==> config.mk <==
export PLATFORM = sky130hd
export DESIGN_NAME = rst_scalar_spec
export DESIGN_NICKNAME = d
export VERILOG_FILES = /design/src/rtl/rst_scalar_spec.sv
export SDC_FILE = /design/constraint.sdc
export NUM_CORES = 1
export LEC_CHECK = 0
export CAP_MARGIN = 20
export CORE_MARGIN = 1
export CORE_UTILIZATION = 50
export CTS_CLUSTER_SIZE = 14
export DETAILED_ROUTE_END_ITERATION = 10
export MAX_ROUTING_LAYER = met4
export PLACE_DENSITY = 0.69
export SYNTH_ARGS = -nofsm -noshare
export SYNTH_HDL_FRONTEND = slang
export SYNTH_SLANG_ARGS = --single-unit
==> constraint.sdc <==
create_clock -name CLK -period 6.6 [get_ports CLK]
set_clock_uncertainty 0.2 [all_clocks]
set_input_delay 1.32 -clock CLK [delete_from_list [all_inputs] [get_ports CLK]]
set_output_delay 1.32 -clock CLK [all_outputs]
set_load 0.02 [all_outputs]
==> src/rtl/rst_scalar_spec.sv <==
// Scalar register status table for the dispatch stage.
// Each architectural register records whether a functional unit still owes
// its result, and which FU tag will produce it. One level of branch speculation
// is supported through a per-entry shadow copy that a mispredict restores.
//
// Handshake: this block has none. Every input is sampled on each rising CLK
// edge. Lookups are combinational and read only the registered table, so a
// writeback is not bypassed to a lookup in the same cycle. x0 is never busy.
module rst_scalar_spec #(
    parameter int NREG  = 32,
    parameter int TAG_W = 2,
    parameter int NWB   = 2,
    parameter int RW    = $clog2(NREG),
    localparam int CW   = $clog2(NREG + 1)
) (
    input  logic               CLK,
    input  logic               nRST,
    input  logic               di_en,
    input  logic [RW-1:0]      di_rd,
    input  logic [TAG_W-1:0]   di_tag,
    input  logic               di_spec,
    input  logic [RW-1:0]      rs1_sel,
    input  logic [RW-1:0]      rs2_sel,
    output logic               rs1_busy,
    output logic               rs2_busy,
    output logic [TAG_W-1:0]   rs1_tag,
    output logic [TAG_W-1:0]   rs2_tag,
    output logic               rd_busy,
    input  logic [NWB-1:0]     wb_en,
    input  logic [NWB*RW-1:0]  wb_rd,
    input  logic [NWB*TAG_W-1:0] wb_tag,
    input  logic               br_resolved,
    input  logic               br_miss,
    output logic [CW-1:0]      busy_count
);

    // Live state of each entry
    logic [NREG-1:0]             busy_q, busy_d;
    logic [NREG-1:0][TAG_W-1:0]  tag_q, tag_d;
    logic [NREG-1:0]             spec_q, spec_d;
    // Shadow copy taken when an entry first becomes speculative
    logic [NREG-1:0]             shv_q, shv_d;
    logic [NREG-1:0]             shb_q, shb_d;
    logic [NREG-1:0][TAG_W-1:0]  sht_q, sht_d;
    logic [CW-1:0]               cnt_q, cnt_d;

    // Next state per entry: branch outcome, then writebacks, then allocation
    always_comb begin
        busy_d = busy_q;
        tag_d  = tag_q;
        spec_d = spec_q;
        shv_d  = shv_q;
        shb_d  = shb_q;
        sht_d  = sht_q;
        cnt_d  = '0;
        // Entry 0 is skipped so x0 keeps its reset value of all zeros.
        for (int i = 1; i < NREG; i++) begin
            // A mispredict takes precedence when both branch signals are raised.
            if (br_miss) begin
                if (spec_q[i]) begin
                    busy_d[i] = shv_q[i] & shb_q[i];
                    tag_d[i]  = (shv_q[i] & shb_q[i]) ? sht_q[i] : '0;
                end
                spec_d[i] = 1'b0;
                shv_d[i]  = 1'b0;
            end else if (br_resolved) begin
                spec_d[i] = 1'b0;
                shv_d[i]  = 1'b0;
            end

            // A writeback whose tag does not match is a stale result and is dropped.
            // The shadow is checked independently, so a result that arrives while the
            // entry is speculatively reallocated still retires the older producer.
            for (int p = 0; p < NWB; p++) begin
                if (wb_en[p] && (wb_rd[p*RW +: RW] == RW'(i))) begin
                    if (busy_d[i] && (tag_d[i] == wb_tag[p*TAG_W +: TAG_W])) begin
                        busy_d[i] = 1'b0;
                        tag_d[i]  = '0;
                        spec_d[i] = 1'b0;
                    end
                    if (shv_d[i] && shb_d[i] && (sht_d[i] == wb_tag[p*TAG_W +: TAG_W])) begin
                        shb_d[i] = 1'b0;
                        sht_d[i] = '0;
                    end
                end
            end

            // Allocation is applied last and wins. A speculative allocation that
            // arrives together with a mispredict belongs to the squashed path.
            if (di_en && (di_rd == RW'(i)) && !(di_spec && br_miss)) begin
                if (di_spec && !spec_d[i]) begin
                    shv_d[i] = 1'b1;
                    shb_d[i] = busy_d[i];
                    sht_d[i] = tag_d[i];
                end
                busy_d[i] = 1'b1;
                tag_d[i]  = di_tag;
                spec_d[i] = di_spec;
            end
        end
        for (int i = 0; i < NREG; i++) begin
            cnt_d = cnt_d + CW'(busy_d[i]);
        end
    end

    // Table and busy-count registers, cleared asynchronously
    always_ff @(posedge CLK or negedge nRST) begin
        if (!nRST) begin
            busy_q <= '0;
            tag_q  <= '0;
            spec_q <= '0;
            shv_q  <= '0;
            shb_q  <= '0;
            sht_q  <= '0;
            cnt_q  <= '0;
        end else begin
            busy_q <= busy_d;
            tag_q  <= tag_d;
            spec_q <= spec_d;
            shv_q  <= shv_d;
            shb_q  <= shb_d;
            sht_q  <= sht_d;
            cnt_q  <= cnt_d;
        end
    end

    // Combinational lookups from registered state. Index 0 always reads as idle,
    // and the tag reads as 0 whenever the entry is not busy.
    always_comb begin
        rs1_busy = (rs1_sel != '0) && busy_q[rs1_sel];
        rs2_busy = (rs2_sel != '0) && busy_q[rs2_sel];
        rd_busy  = (di_rd != '0) && busy_q[di_rd];
        rs1_tag  = rs1_busy ? tag_q[rs1_sel] : '0;
        rs2_tag  = rs2_busy ? tag_q[rs2_sel] : '0;
    end

    assign busy_count = cnt_q;

endmodule

==> metrics <==
CP endpoint=busy_count[4]; Remaining Overflow, GRT=0; Post-Place Worst Slack=-1.84 ns; ys flop type=dfrtp_1; TritonCTS clock tree=yes; clock edge transition at the registers on the reported setup and hold paths=0.06 ns; Tmin final=7.27 ns; fin nets=3574; RSZ-0062 raised after global routing=yes; Slew Limit Fails=0; worst r2r src=spec_q[26]; I/O Buffers=51; sequential area share after synthesis=25.8%; Post-synth EDFFs=0; Root Driver=clkbuf_16; H-tree Lvls=2; P_sw=0.00465 W; Synth Register Bits=254; failing checks=negative setup slack; pwr dens=346 nW/µm²; Sink Count=254; synthesized area=24700 µm²; total core area=48700 µm²; status=complete, but fails checks; most frequent cells in the layout=buf_4 (616), nand2_1 (342), dfrtp_1 (254), nor2_1 (205), nand3_1 (148); Slew headroom=25.2%; Seq pwr share=20.3%; die height=224 µm; crit path capture type=register; placed insts=4101; cts bufs inserted=35; Area Overhead vs Synth=28.9%; syn nets=3013; pin count of the biggest net entering global routing=105; CP Data Arrival Time=7.53 ns; Final Non-Filler Cells=4197; drt initial violations=3600; via count=28600; vias in the first global route=27200; worst skew pair latency=0.57 ns; WL final=121000 µm; maxcap violations=0; hold_ws=0.351 ns; Setup CP Type=in -> reg; CP Max Fanout=4; clock power share=17.1%; Final Util=65.2%; Pleak=13.5 nW; first-pass GRT wire length=173000 µm; type of origin of the critical path=input port; Rows=81; Detail Placement HPWL=91800 µm; vias per inst=6.81; GRT Overall Usage=48.3%; FF-to-FF End=busy_count[4]; DRT Pass-1 Iters=9; Initial Util=50.6%; worst-margin pin slew=1.12 ns; asr flop ratio synth=100%; most common cell after layout, fill and taps aside=buf_4; clk buf depth=3; combinational power share=62.7%; period utilization=110%; Peak Freq=137 MHz; Synth Warn #=0; Routed Antenna Nets=0; Worst Hold Class=reg -> reg; final setup fails=6; cell internal pwr=0.00636 W; wire length per cell=28.8 µm; setup ws final=-0.674 ns; endpoints failing hold=0; worst setup path startpoint=wb_en[1]; Die W=224 µm; DR DRC count=0; Mapped Cells=2944; hold-fix buffers at CTS=0; cells on worst reg2reg path=24; layout cells sized above 1=27.3%; VDD IR max=0.00242 V; Synth cell types=109; worst reg2reg setup slack=-0.17 ns; sw frac=42.3%; I/O pin count=52; initial antenna violation count=9; Routability Congestion=1.10; Synth Area per Inst=8.38 µm²; CP required=6.85 ns; Setup TNS Final=-2.93 ns; Die Area=50200 µm²
## critical path, cell delays in order
cell             delay, ns
clkdlybuf4s50_1       0.51
nor4bb_2              0.27
buf_4                 0.26
nand2_4               0.08
nor4b_4               0.23
nor4_2                0.09
nor2_1                0.12
o21ai_2               0.11
fa_1                  0.53
inv_2                 0.04
fa_1                  0.53
inv_1                 0.05
fa_1                  0.54
inv_2                 0.05
fa_1                  0.57
inv_1                 0.07
fa_1                  0.48
fa_1                  0.52
inv_1                 0.05
fa_2                  0.36
fa_2                  0.37
inv_2                 0.06
a21o_1                0.11
a21oi_2               0.05
xnor2_1               0.12
## power groups by stage
stage | sequential, W | combinational (W) | clock, W
6_report | 0.00223 | 0.00690 | 0.00188
5_1_grt | 0.00224 | 0.00742 | 0.00193
4_1_cts | 0.00220 | 0.00633 | 0.00188
3_5_place_dp | 0.00223 | 0.00608 | 0
3_3_place_gp | 0.00222 | 0.00601 | 0
2_1_floorplan | 0.00209 | 0.00364 | 0
## cell families after synthesis
kind of cell    share of synthesized area (%)
fa+ha+maj                                2.22
compound gates                           21.2
mux                                      11.1
simple gates                             28.0
flops                                    25.8
xor+xnor                                 6.75
buf+inv                                  4.95
## what timing repair did
action                     4_1_cts  5_1_grt
setup endpoints to repair        6        6
gates cloned                     0        1
gates resized for setup         47       99
buffers inserted                19       14
pin swaps                       27       35
## cell usage after synthesis, drive strengths merged (13+ instances only)
library cell	instances	area share, %
xnor2	132	4.7
and4	41	1.5
or3	13	0.33
nand2	354	5.4
o41a	23	1.1
nand4b	15	0.53
fa	23	1.9
nand4	43	1.2
and3	50	1.3
a21o	24	0.73
o31a	15	0.53
nand2b	114	2.9
or4	16	0.50
nor2	214	3.3
nor3b	14	0.43
a21oi	105	2.1
nand3	152	3.1
buf	86	2.2
o2bb2ai	16	0.57
o31ai	33	1.0
and2	35	0.89
nor3	71	1.5
mux2	37	1.7
a22o	26	0.92
dfrtp	254	26
clkbuf	84	1.3
a31o	23	0.82
nor2b	23	0.58
or2	14	0.36
mux4	61	5.6
a22oi	20	0.61
o41ai	27	1.3
xor2	58	2.1
inv	95	1.4
nand3b	51	1.6
o22ai	38	0.96
o21ai	128	2.6
mux2i	93	3.8
nor4	32	0.90
a31oi	46	1.2
a21boi	64	1.9
o211ai	21	0.64
## registers in the layout, summed over array words and instances (netlist names)
| register | count |
|---|---|
| busy_count | 6 |
| busy_q | 31 |
| shb_q | 31 |
| sht_q | 62 |
| shv_q | 31 |
| spec_q | 31 |
| tag_q | 62 |
## worst min-delay path by stage
stage,startpoint,to,slack (ns),depth (start not counted)
global route,shv_q[14],shv_q[14],0.39,2
detailed placement,shv_q[11],shv_q[11],0.33,2
finish,shv_q[11],shv_q[11],0.35,2
CTS,shv_q[11],shv_q[11],0.34,2
floorplan,shv_q[8],shv_q[8],0.29,2
global placement,shv_q[8],shv_q[8],0.33,2
## per-layer routing
metal,share of wire [%],vias to the layer above,routed length [µm],track usage (%)
li1,-,12100,-,-
met3,12,578,14600,10.7
met5,0,-,0,-
met4,9.0,0,10800,37.5
met1,36,13700,43900,58.3
met2,43,2164,51500,70.1
## cell type report
| cell class | count | area (µm²) |
|---|---|---|
| fillers | 4186 | 17000 |
| clock inverters | 11 | 119 |
| well taps | 664 | 831 |
| repair buffers | 694 | 5620 |
| inverters | 96 | 364 |
| flip-flops and latches | 254 | 6360 |
| clock buffers | 46 | 937 |
| diodes | 8 | 20.0 |
| multi-input cells | 2424 | 17500 |
## metrics by stage
step	total power, W	cell area (µm²)
after detailed placement	0.00831	30000
after global placement	0.00822	30000
after CTS	0.0104	31300
after floorplan	0.00574	24800
after global routing	0.0116	31800
final	0.0110	31800
(Power assumes the default switching activity.)
